$ cat src/rtl/alu_sequencer_pkg.sv
// alu_sequencer_pkg: opcodes, flag bit positions and FSM states shared by the ALU sequencer
package alu_sequencer_pkg;
  localparam logic [7:0] OP_AND  = 8'h01;
  localparam logic [7:0] OP_OR   = 8'h02;
  localparam logic [7:0] OP_XOR  = 8'h03;
  localparam logic [7:0] OP_ADD  = 8'h05;
  localparam logic [7:0] OP_ADDU = 8'h06;
  localparam logic [7:0] OP_ADDC = 8'h07;
  localparam logic [7:0] OP_SUB  = 8'h09;
  localparam logic [7:0] OP_SUBC = 8'h0A;
  localparam logic [7:0] OP_CMP  = 8'h0B;
  localparam logic [7:0] OP_MUL  = 8'h0E;
  localparam logic [7:0] OP_LSH  = 8'h84;
  localparam logic [7:0] OP_ASHU = 8'h86;
  localparam int F_C = 0;
  localparam int F_Z = 1;
  localparam int F_F = 2;
  localparam int F_L = 3;
  localparam int F_N = 4;
  typedef enum logic [1:0] {S_IDLE, S_EXEC, S_WB} state_t;
  function automatic logic is_legal(input logic [7:0] op);
    return op inside {OP_AND, OP_OR, OP_XOR, OP_ADD, OP_ADDU, OP_ADDC,
                      OP_SUB, OP_SUBC, OP_CMP, OP_MUL, OP_LSH, OP_ASHU};
  endfunction
endpackage

$ cat src/rtl/alu_sequencer_if.sv
// alu_sequencer_if: command, ALU, status and debug-read signals of the ALU sequencer
interface alu_sequencer_if #(parameter int DATA_W = 16, parameter int REG_AW = 4);
  logic              cmd_valid;
  logic              cmd_ready;
  logic [7:0]        cmd_opcode;
  logic [REG_AW-1:0] cmd_rdest;
  logic [REG_AW-1:0] cmd_rsrc;
  logic [DATA_W-1:0] cmd_imm;
  logic              cmd_use_imm;
  logic [DATA_W-1:0] alu_r1;
  logic [DATA_W-1:0] alu_r2;
  logic [7:0]        alu_opcode;
  logic [DATA_W-1:0] alu_rout;
  logic              done;
  logic              illegal;
  logic [DATA_W-1:0] result;
  logic [4:0]        flags;
  logic [REG_AW-1:0] dbg_raddr;
  logic [DATA_W-1:0] dbg_rdata;
  modport master (
    output cmd_valid, cmd_opcode, cmd_rdest, cmd_rsrc, cmd_imm, cmd_use_imm, alu_rout, dbg_raddr,
    input  cmd_ready, alu_r1, alu_r2, alu_opcode, done, illegal, result, flags, dbg_rdata
  );
  modport slave (
    input  cmd_valid, cmd_opcode, cmd_rdest, cmd_rsrc, cmd_imm, cmd_use_imm, alu_rout, dbg_raddr,
    output cmd_ready, alu_r1, alu_r2, alu_opcode, done, illegal, result, flags, dbg_rdata
  );
endinterface

$ cat src/rtl/alu_sequencer_regfile.sv
// alu_sequencer_regfile: register file with two operand read ports, a debug read port and one write port
module alu_sequencer_regfile #(parameter int DATA_W = 16, parameter int REG_AW = 4) (
  input  logic              clock,
  input  logic              reset,
  input  logic              we,
  input  logic [REG_AW-1:0] waddr,
  input  logic [DATA_W-1:0] wdata,
  input  logic [REG_AW-1:0] ra,
  input  logic [REG_AW-1:0] rb,
  input  logic [REG_AW-1:0] rdbg,
  output logic [DATA_W-1:0] rda,
  output logic [DATA_W-1:0] rdb,
  output logic [DATA_W-1:0] rddbg
);
  logic [DATA_W-1:0] mem_q [2**REG_AW];
  assign rda   = mem_q[ra];
  assign rdb   = mem_q[rb];
  assign rddbg = mem_q[rdbg];
  always_ff @(posedge clock) begin
    if (reset) mem_q <= '{default: '0};
    else if (we) mem_q[waddr] <= wdata;
  end
endmodule

$ cat src/rtl/alu_sequencer.sv
// alu_sequencer: three-cycle IDLE/EXEC/WB controller driving an external ALU with writeback and status flags
module alu_sequencer
  import alu_sequencer_pkg::*;
#(parameter int DATA_W = 16, parameter int REG_AW = 4) (
  input logic            clock,
  input logic            reset,
  alu_sequencer_if.slave bus
);
  state_t            state_q, state_d;
  logic [DATA_W-1:0] a_q, a_d, b_q, b_d, res_q, res_d, result_q, result_d;
  logic [7:0]        op_q, op_d;
  logic [REG_AW-1:0] rd_q, rd_d;
  logic [4:0]        nfl_q, nfl_d, flags_q, flags_d, nfl;
  logic              done_q, done_d, ill_q, ill_d;
  logic [DATA_W-1:0] rda, rdb, fin;
  logic [DATA_W:0]   sum, bsub, diff;
  logic              cin, accept, legal, we, is_add, is_sub, is_cmp, ovf_add, ovf_sub;
  assign we = state_q == S_WB && is_legal(op_q) && op_q != OP_CMP;
  alu_sequencer_regfile #(.DATA_W(DATA_W), .REG_AW(REG_AW)) u_rf (
    .clock(clock), .reset(reset), .we(we), .waddr(rd_q), .wdata(res_q),
    .ra(bus.cmd_rdest), .rb(bus.cmd_rsrc), .rdbg(bus.dbg_raddr),
    .rda(rda), .rdb(rdb), .rddbg(bus.dbg_rdata)
  );
  always_comb begin
    cin      = flags_q[F_C];
    legal    = is_legal(op_q);
    is_add   = op_q inside {OP_ADD, OP_ADDC};
    is_sub   = op_q inside {OP_SUB, OP_SUBC};
    is_cmp   = op_q == OP_CMP;
    sum      = {1'b0, a_q} + {1'b0, b_q} + {{DATA_W{1'b0}}, op_q == OP_ADDC && cin};
    bsub     = {1'b0, b_q} + {{DATA_W{1'b0}}, op_q == OP_SUBC && cin};
    diff     = {1'b0, a_q} - bsub;
    ovf_add  = a_q[DATA_W-1] == b_q[DATA_W-1] && sum[DATA_W-1] != a_q[DATA_W-1];
    ovf_sub  = a_q[DATA_W-1] != b_q[DATA_W-1] && diff[DATA_W-1] != a_q[DATA_W-1];
    fin      = op_q == OP_ADDC ? bus.alu_rout + DATA_W'(cin) :
               op_q == OP_SUBC ? bus.alu_rout - DATA_W'(cin) : bus.alu_rout;
    nfl[F_C] = (is_add || op_q == OP_ADDU) ? sum[DATA_W] : is_sub ? ({1'b0, a_q} < bsub) : flags_q[F_C];
    nfl[F_F] = is_add ? ovf_add : is_sub ? ovf_sub : flags_q[F_F];
    nfl[F_Z] = is_cmp ? a_q == b_q : flags_q[F_Z];
    nfl[F_L] = is_cmp ? a_q < b_q : flags_q[F_L];
    nfl[F_N] = is_cmp ? $signed(a_q) < $signed(b_q) : flags_q[F_N];
    accept   = state_q == S_IDLE && bus.cmd_valid;
    state_d  = accept ? S_EXEC : state_q == S_EXEC ? S_WB : S_IDLE;
    a_d      = accept ? rda : a_q;
    b_d      = accept ? (bus.cmd_use_imm ? bus.cmd_imm : rdb) : b_q;
    op_d     = accept ? bus.cmd_opcode : op_q;
    rd_d     = accept ? bus.cmd_rdest : rd_q;
    res_d    = state_q == S_EXEC ? (legal ? fin : result_q) : res_q;
    nfl_d    = state_q == S_EXEC ? nfl : nfl_q;
    result_d = state_q == S_WB ? res_q : result_q;
    flags_d  = state_q == S_WB ? nfl_q : flags_q;
    done_d   = state_q == S_WB;
    ill_d    = state_q == S_WB && !legal;
  end
  always_ff @(posedge clock) begin
    if (reset) begin
      state_q  <= S_IDLE;
      a_q      <= '0;
      b_q      <= '0;
      op_q     <= '0;
      rd_q     <= '0;
      res_q    <= '0;
      nfl_q    <= '0;
      result_q <= '0;
      flags_q  <= '0;
      done_q   <= 1'b0;
      ill_q    <= 1'b0;
    end else begin
      state_q  <= state_d;
      a_q      <= a_d;
      b_q      <= b_d;
      op_q     <= op_d;
      rd_q     <= rd_d;
      res_q    <= res_d;
      nfl_q    <= nfl_d;
      result_q <= result_d;
      flags_q  <= flags_d;
      done_q   <= done_d;
      ill_q    <= ill_d;
    end
  end
  assign bus.cmd_ready  = state_q == S_IDLE;
  assign bus.alu_r1     = a_q;
  assign bus.alu_r2     = b_q;
  assign bus.alu_opcode = op_q;
  assign bus.done       = done_q;
  assign bus.illegal    = ill_q;
  assign bus.result     = result_q;
  assign bus.flags      = flags_q;
endmodule

$ cat src/flat_wrapper.sv
// flat-port wrapper written by rule: the top's interface ports become plain ports
module alu_sequencer_flat import alu_sequencer_pkg::*;
#(parameter int DATA_W = 16, parameter int REG_AW = 4)
  (clock, reset, bus_cmd_valid, bus_cmd_opcode, bus_cmd_rdest, bus_cmd_rsrc, bus_cmd_imm, bus_cmd_use_imm, bus_alu_rout, bus_dbg_raddr, bus_cmd_ready, bus_alu_r1, bus_alu_r2, bus_alu_opcode, bus_done, bus_illegal, bus_result, bus_flags, bus_dbg_rdata);
  alu_sequencer_if #(.DATA_W(DATA_W), .REG_AW(REG_AW)) bus_i ();
  input logic clock;
  input logic reset;
  input wire logic [$bits(bus_i.cmd_valid)-1:0] bus_cmd_valid;
  input wire logic [$bits(bus_i.cmd_opcode)-1:0] bus_cmd_opcode;
  input wire logic [$bits(bus_i.cmd_rdest)-1:0] bus_cmd_rdest;
  input wire logic [$bits(bus_i.cmd_rsrc)-1:0] bus_cmd_rsrc;
  input wire logic [$bits(bus_i.cmd_imm)-1:0] bus_cmd_imm;
  input wire logic [$bits(bus_i.cmd_use_imm)-1:0] bus_cmd_use_imm;
  input wire logic [$bits(bus_i.alu_rout)-1:0] bus_alu_rout;
  input wire logic [$bits(bus_i.dbg_raddr)-1:0] bus_dbg_raddr;
  output wire logic [$bits(bus_i.cmd_ready)-1:0] bus_cmd_ready;
  output wire logic [$bits(bus_i.alu_r1)-1:0] bus_alu_r1;
  output wire logic [$bits(bus_i.alu_r2)-1:0] bus_alu_r2;
  output wire logic [$bits(bus_i.alu_opcode)-1:0] bus_alu_opcode;
  output wire logic [$bits(bus_i.done)-1:0] bus_done;
  output wire logic [$bits(bus_i.illegal)-1:0] bus_illegal;
  output wire logic [$bits(bus_i.result)-1:0] bus_result;
  output wire logic [$bits(bus_i.flags)-1:0] bus_flags;
  output wire logic [$bits(bus_i.dbg_rdata)-1:0] bus_dbg_rdata;
  assign bus_i.cmd_valid = bus_cmd_valid;
  assign bus_i.cmd_opcode = bus_cmd_opcode;
  assign bus_i.cmd_rdest = bus_cmd_rdest;
  assign bus_i.cmd_rsrc = bus_cmd_rsrc;
  assign bus_i.cmd_imm = bus_cmd_imm;
  assign bus_i.cmd_use_imm = bus_cmd_use_imm;
  assign bus_i.alu_rout = bus_alu_rout;
  assign bus_i.dbg_raddr = bus_dbg_raddr;
  assign bus_cmd_ready = bus_i.cmd_ready;
  assign bus_alu_r1 = bus_i.alu_r1;
  assign bus_alu_r2 = bus_i.alu_r2;
  assign bus_alu_opcode = bus_i.alu_opcode;
  assign bus_done = bus_i.done;
  assign bus_illegal = bus_i.illegal;
  assign bus_result = bus_i.result;
  assign bus_flags = bus_i.flags;
  assign bus_dbg_rdata = bus_i.dbg_rdata;
  alu_sequencer #(.DATA_W(DATA_W), .REG_AW(REG_AW)) u_core (.clock(clock), .reset(reset), .bus(bus_i));
endmodule
$ cat config.mk
export PLATFORM = sky130hd
export DESIGN_NAME = alu_sequencer_flat
export DESIGN_NICKNAME = d
export VERILOG_FILES = /design/src/rtl/alu_sequencer_pkg.sv /design/src/rtl/alu_sequencer_if.sv /design/src/rtl/alu_sequencer_regfile.sv /design/src/rtl/alu_sequencer.sv /design/src/flat_wrapper.sv
export SDC_FILE = /design/constraint.sdc
export NUM_CORES = 1
export LEC_CHECK = 0
export CAP_MARGIN = 20
export CORE_ASPECT_RATIO = 1.25
export CORE_MARGIN = 3
export CORE_UTILIZATION = 40
export DETAILED_ROUTE_END_ITERATION = 6
export PLACE_DENSITY = 0.69
export SLEW_MARGIN = 5
export SYNTH_ARGS = -nofsm -noshare
export SYNTH_HDL_FRONTEND = slang
export SYNTH_SLANG_ARGS = --single-unit
$ cat constraint.sdc
create_clock -name clock -period 4.7 [get_ports clock]
set_input_delay 0.94 -clock clock [delete_from_list [all_inputs] [get_ports clock]]
set_output_delay 0.94 -clock clock [all_outputs]
set_load 0.1 [all_outputs]
== Word level (Yosys, flattened, before mapping) ==
Index checks and enable logic that the tools add are counted.

* Memories: 0
* Output and inout port bits: 80
* Input bits: 56
* Memory bits (read-only): 0
* Bits in writable memories: 0
* Register bits: 346
* Latch bits: 0
* Logic and storage cells: 107

* $add $sub $neg: 6
* Bitwise gates (word level): 4
* $mul: 0
* Reduce and logical (&&, ||, !) cells: 16
* Div/mod/pow operators: 0
* Multiplexer cells: 25
* Equality and inequality tests: 20
* Magnitude comparators: 8
* Shifts and indexed selects: 0

{| class="wikitable"
|+ Operators with widths
! cell !! number
|-
| 256-bit bitwise mux || 1
|-
| 16-bit binary-select mux with 4-bit select || 3
|-
| 16-bit 2-to-1 mux || 11
|-
| 16-bit demux with 4-bit select || 1
|-
| 8-bit by 4-bit == test with 1-bit output (second input constant) || 4
|-
| 16-bit < comparator || 2
|-
| 8-bit by 3-bit == test with 1-bit output (second input constant) || 3
|-
| 5-bit greater-or-equal comparator (second input constant) || 4
|-
| 4-bit inverter with 5-bit output || 4
|-
| 16-bit by 1-bit adder with 17-bit output || 1
|-
| 16-bit by 16-bit adder with 17-bit output || 1
|-
| 17-bit by 1-bit adder with 17-bit output || 1
|-
| 16-bit by 17-bit < comparator with 1-bit output || 1
|-
| 16-bit by 1-bit adder with 16-bit output || 1
|-
| 16-bit == test || 1
|-
| 8-bit by 2-bit == test with 1-bit output (second input constant) || 2
|-
| 8-bit == test (second input constant) || 2
|-
| 16-bit by 1-bit subtractor with 16-bit output || 1
|-
| 16-bit subtractor || 1
|-
| 12-bit nonzero test || 1
|-
| 1-bit logical AND || 9
|-
| 8-bit by 1-bit == test with 1-bit output (second input constant) || 1
|-
| 1-bit 2-to-1 mux || 8
|-
| 8-bit by 4-bit inequality test with 1-bit output (second input constant) || 1
|-
| 11 further kinds || 14
|}

== Depth between registers and ports, before layout ==
Gate-level depths: netlist (run 1).

* Word-level depth: 8
* Mapped depth: 17
* Mapped depth without buffers: 16

== Hierarchy ==
Synthesis (run 1) repeated with hierarchy kept, for this count alone.

* Cell total of the unflattened synthesis: 2283
* Area total of the unflattened synthesis: 21256.6 µm²

{| class="wikitable"
|+ By module, submodules not included
! module !! times used !! seq. area each (µm²) !! area each (µm²) !! cells each
|-
| alu_sequencer_regfile || 1 || 5124.9 || 15788.9 || 1621
|-
| alu_sequencer || 1 || 1801.7 || 5467.7 || 662
|}

== Worst setup path after synthesis (run 1) ==
Ideal clock, no wire load.

* Path type: register to register
* Start: register u_core.op_q[3] (netlist: u_core.bus.alu_opcode[3])
* End: register u_core.nfl_q[2]
* Period minus slack after synthesis: 4.243 ns
* Setup time: 0.071 ns
* Data required time: 4.629 ns
* Buffers on the path: 1
* Setup slack: 0.457 ns
* Cell stages (with the launch flop): 18
* Arrival: 4.173 ns
* Cells stage by stage: dfxtp_1 > nor2b_1 > and3_1 > buf_2 > and2_1 > ha_1 > nand2_1 > nor3_1 > nand2_1 > xnor2_1 > ha_1 > a211oi_1 > o21ai_0 > a21oi_1 > o41ai_1 > xnor2_1 > o41ai_1 > o2bb2ai_1

* Longest elaborated chain between the ends: 8
* Elaborated cells between the ends (all ways): 17
* Those cells by class: add/sub (3); eq/ne (6); mux (2); reduce/logical (6)

{| class="wikitable"
|+ RTL lines
! what !! RTL line !! RTL
|-
| from (decl) || alu_sequencer.sv:11 || <nowiki>logic [7:0] op_q, op_d;</nowiki>
|-
| from (signal assigned) || alu_sequencer.sv:72 || <nowiki>op_q <= op_d;</nowiki>
|-
| 8-bit by 4-bit == test with 1-bit output || alu_sequencer.sv:28, alu_sequencer.sv:31 ||
|-
| 1-bit logical AND || alu_sequencer.sv:31 || <nowiki>bsub = {1'b0, b_q} + {{DATA_W{1'b0}}, op_q == OP_SUBC && cin};</nowiki>
|-
| 16-bit by 1-bit adder with 17-bit output || alu_sequencer.sv:31 ||
|-
| 16-bit subtractor || alu_sequencer.sv:32 || <nowiki>diff = {1'b0, a_q} - bsub;</nowiki>
|-
| 1-bit inequality test || alu_sequencer.sv:34 || <nowiki>ovf_sub = a_q[DATA_W-1] != b_q[DATA_W-1] && diff[DATA_W-1] != a_q[DATA_W-1];</nowiki>
|-
| 1-bit logical AND || alu_sequencer.sv:34 ||
|-
| 1-bit 2-to-1 mux || alu_sequencer.sv:38 || <nowiki>nfl[F_F] = is_add ? ovf_add : is_sub ? ovf_sub : flags_q[F_F];</nowiki>
|-
| 1-bit 2-to-1 mux * || alu_sequencer.sv:38 ||
|-
| to (signal assigned) || alu_sequencer.sv:75 || <nowiki>nfl_q <= nfl_d;</nowiki>
|-
| to (decl) || alu_sequencer.sv:13 || <nowiki>logic [4:0] nfl_q, nfl_d, flags_q, flags_d, nfl;</nowiki>
|}

Mark *: on every way between the ends. The rest lies on a longest branch, timed or not.
A chain may end at the register's enable or synchronous reset.

== Worst setup path in the final report (run 1) ==
* Start: register u_core.op_q[7] (netlist: u_core.bus.alu_opcode[7])
* End: register u_core.nfl_q[2]

Same word-level chain as after synthesis.

==> out/results.txt, run 1 <==
Chip Width - 207 µm
Antenna violations before repair - 2
Net Sw Frac - 26.3%
CP arrival - 4700 ps
Fin. Hold Viols - 0
Wire per inst - 24.5 µm
Comb power frac - 10.0%
Hold Startpoint - u_core.nfl_q[1]
GRT Total Usage - 25.6%
Clock transition at path regs - 60 ps
Final max-slew violation count - 0
Cell taking the most area after synthesis - dfxtp_1
Reg power frac - 46.0%
Post-synthesis simple-gate area fraction - 16.6%
Final Setup Violations - 0
Die area - 0.0531 mm²
VDD IR max - 0.210 mV
Die Height - 257 µm
Global-route wire length before repair - 104000 µm
Post-route ant nets - 0
Core Area - 0.0496 mm²
Psw - 0.00172 W
PD cells - 281 mW/mm²
CTS Hold Bufs - 0
Final nets - 2268
Layout Cells excl Fill - 2836
Most frequent cell after synthesis - nand2_1
Root cell of the clock tree - clkbuf_16
Type of the worst min-delay path - flop to flop
Synth Area in Compound Gates - 11.4%
Relative slew slack - 24.5%
GRT overflow - 0
Type of origin of the critical path - flop
Total number of vias - 17600
Clock power share - 44.0%
Largest buffer count on any clock path - 3
CTS tree - built
Minimum clock period - 4250 ps
Post-Synth XOR/XNOR Area - 1.48%
Sink Count - 346
Drt first pass iters - 6
Crit share post-route - 90.3%
Post-cts sizing count - 0
RSZ-0062 raised after global routing - false
Mean Syn Cell Area - 9.46 µm²
Seq/Total Area, Yosys - 34.4%
Post-Place Cells - 2772
Largest net degree at the start of global routing - 130
Combinational family with the most area after synthesis - multiplexers
R2R Path Start - u_core.bus.alu_opcode[7]
Vias in the first global route - 17200
Crit path launch - u_core.bus.alu_opcode[7]
Top cell type's share of synthesized area - 34.4%
Internal - 0.00482 W
Layout cell share with drive strength beyond 1 - 17.7%
Critical path capture point type - flop
Ys Warns - 0
Number of CTS-inserted buffers - 35
I/O pins - 136
Fmax - 236 MHz
CTS H-tree lvls - 2
Remaining DRCs - 0
Antenna diode count - 0
Status - finished clean
CP Class - flop to flop
Final clock skew - 31.1 ps
Total Wirelength - 69500 µm
Yosys reg bits - 346
Post-synthesis mux area share - 28.4%
Clock latency reported for the late side of the worst-skew pair - 550 ps
Static Leakage - 7.77 nW
Post-CTS Setup Inserts - 0
Post-synth ARST share - 0%
Largest cells by area after synthesis - dfxtp_1, mux4_2, nand2_1
Syn nets - 2239
Dpl ws - 411 ps
1st-iter DRT viols - 1925
Critical path cell sequence - nor4_4 > buf_4 > and3_1 > buf_4 > and2_1 > ha_1 > nand2_1 > nor3_1 > nand2_1 > xnor2_1 > ha_1 > a211oi_1 > o21ai_0 > a21oi_1 > o41ai_1 > xnor2_1 > o41ai_1 > o2bb2ai_1
Hpwl dp - 45600 µm
Post-route setup slack - 455 ps
Synth Area in Adders - 3.29%
Commonest cells post-synth - nand2_1, dfxtp_1, a21oi_1
Area Growth Syn to Fin - 15.6%
Top FF cell, synth - dfxtp_1
Syn Inst Count - 2130
Slowest CP cell - o41ai_1
Via/cell ratio - 6.21
Crit-path max FO - 10
Port bufs - 135
Worst-Margin Slew - 1130 ps
Total negative slack - 0 ps
Crit path largest cell delay - 670 ps
Critical Path RT - 5160 ps
Routability Congestion - 0.932
Starting Density - 40.6%
FP Rows - 91
Area of the mapped netlist - 0.0202 mm²
Max_cap viols - 0
Synth unique cells - 65
Post-synth EDFFs - 0
==> final cells by class <==
| type | instances | area (µm²) |
|---|---|---|
| timing repair buffer | 184 | 1950 |
| fill | 4503 | 26300 |
| sequential | 346 | 6930 |
| clock inverter | 14 | 144 |
| clock buffer | 49 | 1020 |
| multi-input combinational | 1564 | 12400 |
| inverter | 28 | 105 |
| tap | 651 | 815 |
==> worst max-delay path: cells and delay by family (launching register included) <==
family | cells | cell delay [ps]
adder cells (fa/ha/maj) | 2 | 460
flip-flops | 1 | 390
AO/OA/AOI/OAI | 6 | 1270
XOR/XNOR | 2 | 290
AND/OR/NAND/NOR | 6 | 1390
buffers and inverters | 2 | 380
==> final timing paths <==
kind,cells past startpoint,endpoint,slack (ps)
hold / removal,2,u_core.bus.flags[1],460
setup / recovery,18,u_core.nfl_q[2],450
setup reg to reg,18,u_core.nfl_q[2],450
hold reg to reg,2,u_core.bus.flags[1],460
==> per-stage QoR <==
stage | hold WS (ps) | power (W) | instance area (µm²) | util (%)
after global routing | 470 | 0.00671 | 23300 | 47.0
after global placement | 435 | 0.00372 | 22100 | 44.6
after detailed placement | 444 | 0.00372 | 22100 | 44.6
after floorplan | 432 | 0.00350 | 20200 | -
after CTS | 451 | 0.00655 | 23300 | 46.9
final | 457 | 0.00654 | 23300 | 47.0
==> state kept, by name (all words and copies together) (netlist names) <==
name and cells:
u_core.res_q 16, u_core.bus.done 1, u_core.bus.result 16, u_core.u_rf.mem_q 256, u_core.bus.illegal 1, u_core.bus.alu_opcode 8, u_core.bus.alu_r2 16, u_core.bus.alu_r1 16
u_core.rd_q 4, u_core.bus.flags 5, u_core.nfl_q 5, u_core.state_q 2
==> power groups by stage <==
stage                     clock [W]  combinational (W)  sequential, W
after floorplan                   0           0.000379        0.00312
after global placement            0           0.000644        0.00307
after global routing        0.00302           0.000687        0.00301
after detailed placement          0           0.000647        0.00307
final                       0.00288           0.000652        0.00301
after CTS                   0.00289           0.000650        0.00301
==> layer usage <==
layer / GRT usage, % / share of wire [%] / up-vias
met1: 29.3 / 34 / 8506
met5: 0 / 0 / -
met2: 43.1 / 48 / 1060
li1: - / - / 7717
met3: 4.99 / 9.4 / 322
met4: 17.1 / 7.9 / 0
==> cell families (layout without fill, tap and decap cells) <==
group / count (synthesis) / in the layout
simple gates: 786 / 786
flops: 346 / 346
mux: 287 / 287
fa+ha+maj: 53 / 53
xor+xnor: 34 / 34
buf+inv: 220 / 275
compound gates: 404 / 404
==> layout by cell type, fill, tap and decap left out, drive strengths merged, types with 7 or more instances in the layout <==
cell and count:
buf 72, mux2i 59, nor4 9, nand3 25, nand4 14, nand2b 7, nor2 100, mux4 228
a211oi 15, nor3 16, a31oi 8, a32oi 18, and3 8, dfxtp 346, or2 11, nand2 563
clkinv 8, a21oi 289, clkdlybuf4s50 111, o21ai 28, clkbuf 50, ha 53, xor2 8, xnor2 26
inv 30, a22o 15
Note: power is estimated with default switching activity, not from simulation.
==> run 2: changes to the inputs <==
==> constraint.sdc (replaced) <==
create_clock -name clock -period 4.7 [get_ports clock]
set_input_delay 0.705 -clock clock [delete_from_list [all_inputs] [get_ports clock]]
set_output_delay 0.705 -clock clock [all_outputs]
set_load 0.1 [all_outputs]
==> out/results.txt, run 2 (synthesis gave the netlist of run 1 again) <==
Dpl ws - 628 ps (+217 ps)
Drt first pass iters - 6 (unchanged)
Die Height - 257 µm (unchanged)
Total negative slack - 0 ps (unchanged)
RSZ-0062 raised after global routing - false
CTS tree - built
Antenna diode count - 0 (unchanged)
Fmax - 242 MHz (+2.6%)
CTS Hold Bufs - 0 (unchanged)
Routability Congestion - 0.957 (+2.7%)
Global-route wire length before repair - 107000 µm (+2.4%)
Net Sw Frac - 25.7% (-0.64 points)
GRT overflow - 0 (unchanged)
VDD IR max - 0.212 mV (+0.90%)
GRT Total Usage - 26.2% (+0.65 points)
Layout cell share with drive strength beyond 1 - 17.6% (-0.089 points)
Worst-Margin Slew - 1250 ps (+120 ps)
Relative slew slack - 16.4% (-8.1 points)
1st-iter DRT viols - 2196 (+14%)
Area Growth Syn to Fin - 15.1%
Worst Hold Slack - 456 ps (-1.08 ps)
CTS H-tree lvls - 2 (unchanged)
R2R Path End - u_core.nfl_q[2]
Total Wirelength - 71200 µm (+2.4%)
Final clock skew - 28.7 ps (-2.36 ps)
Post-route ant nets - 0 (unchanged)
Critical path capture point type - flop
Minimum clock period - 4140 ps (-108 ps)
CP Class - flop to flop
Port bufs - 135 (unchanged)
Core Area - 0.0496 mm² (unchanged)
Hpwl dp - 47200 µm (+3.5%)
Register-to-Register Path Depth - 16 (-2)
Type of the worst min-delay path - flop to flop
Largest net degree at the start of global routing - 117 (-10%)
Commonest cells after routing, fill and taps aside - nand2_1, dfxtp_1, a21oi_1
FP Rows - 91 (unchanged)
Chip Width - 207 µm (unchanged)
Clock power share - 45.9% (+1.9 points)
Via/cell ratio - 6.34 (+2.2%)
Post-CTS Setup Inserts - 0 (unchanged)
Wire per inst - 25.1 µm (+2.6%)
CP arrival - 4600 ps (-100 ps)
Hold Startpoint - u_core.nfl_q[3]
Post-route setup slack - 562 ps (+108 ps)
Static Leakage - 7.76 nW (-0.18%)
Hold EP - u_core.bus.flags[3]
R2R Path Start - u_core.bus.alu_opcode[1]
Remaining DRCs - 0 (unchanged)
Starting Density - 40.6% (unchanged)
Fin. Hold Viols - 0 (unchanged)
Vias in the first global route - 17600 (+2.0%)
Placed cell area - 0.0219 mm² (-0.89%)
Hold Crit Depth - 2 (unchanged)
Internal - 0.00503 W (+4.4%)
Fill cells - 4579 (+1.7%)
Crit-path max FO - 12 (+2)
Die area - 0.0531 mm² (unchanged)
Reg power frac - 44.5% (-1.5 points)
PD cells - 292 mW/mm² (+3.9%)
Psw - 0.00174 W (+0.98%)
Type of origin of the critical path - flop
Final core occ - 46.8% (-0.20 points)
Status - finished clean
Largest register FFs - 256 (unchanged)
Critical Path RT - 5160 ps (about the same)
Root cell of the clock tree - clkbuf_16
Final Setup Violations - 0 (unchanged)
Largest buffer count on any clock path - 3 (unchanged)
Final instance area - 0.0232 mm² (-0.43%)
Total number of vias - 18000 (+2.0%)
Max_cap viols - 0 (unchanged)
I/O pins - 136 (unchanged)
Final max-slew violation count - 0 (unchanged)
Clock transition at path regs - 70 ps (about the same)
Sink Count - 346 (unchanged)
Commonest non-fill, non-tap cell in the layout - nand2_1
Register-to-register setup slack - 560 ps (+110 ps)
Clock latency reported for the late side of the worst-skew pair - 550 ps (about the same)
Final nets - 2263 (-0.22%)
Antenna violations before repair - 1 (-1)
Number of CTS-inserted buffers - 34 (-2.9%)
Post-cts sizing count - 0 (unchanged)
Comb power frac - 9.6% (-0.4 points)
Crit share post-route - 88.0% (-2.3 points)
Most flop-heavy register - u_core.u_rf.mem_q
## run 2: per-layer routing
metal | GRT usage [%] | vias up | part of all wire [%]
met5 | 0 | - | 0.018
met4 | 18.7 | 2 | 8.5
met3 | 5.31 | 348 | 9.8
met2 | 43.9 | 1192 | 48
met1 | 29.6 | 8690 | 33
li1 | - | 7724 | -
## run 2: stage by stage
step	std cells	power, W
after floorplan	2130	0.00350
after detailed placement	2768	0.00372
after global routing	2830	0.00693
after CTS	2829	0.00677
final	2830	0.00677
after global placement	2766	0.00371
## run 2: critical path: stages (launching register included)
cell	delay [ps]
dfxtp_1	560
nor2b_1	390
and3_1	260
and2_1	170
ha_1	150
nand2_1	100
nor3_1	570
nand2_1	150
xnor2_1	150
ha_1	300
a211oi_1	70
o21ai_0	70
a21oi_1	70
o41ai_1	530
xnor2_1	120
o41ai_1	260
o2bb2ai_1	150
## run 2: cell type report
class / count / area, µm² / share of cell area, %
Inverter: 28 / 105 / 0.453
Sequential cell: 346 / 6930 / 29.8
Timing Repair Buffer: 180 / 1760 / 7.60
Clock inverter: 17 / 279 / 1.20
Clock buffer: 44 / 970 / 4.18
Multi-Input combinational cell: 1564 / 12400 / 53.2
Tap cell: 651 / 815 / 3.51
## run 2: power groups by stage
stage	Combinational, W	Sequential, W	Clock [W]
final	0.000650	0.00301	0.00310
after detailed placement	0.000641	0.00308	0
after global placement	0.000637	0.00307	0
after floorplan	0.000379	0.00312	0
after CTS	0.000644	0.00301	0.00312
after global routing	0.000682	0.00302	0.00323
## run 2: how the worst max path moves through the flow
stage	start	to	slack [ps]	cells past startpoint
4_1_cts	u_core.bus.alu_opcode[1]	u_core.nfl_q[2]	570	16
3_5_place_dp	u_core.bus.alu_opcode[1]	u_core.nfl_q[2]	630	16
5_1_grt	u_core.bus.alu_opcode[1]	u_core.nfl_q[0]	220	16
6_report	u_core.bus.alu_opcode[1]	u_core.nfl_q[2]	560	16
2_1_floorplan	u_core.bus.alu_opcode[3]	u_core.nfl_q[2]	460	17
3_3_place_gp	u_core.bus.alu_opcode[1]	u_core.nfl_q[2]	730	16
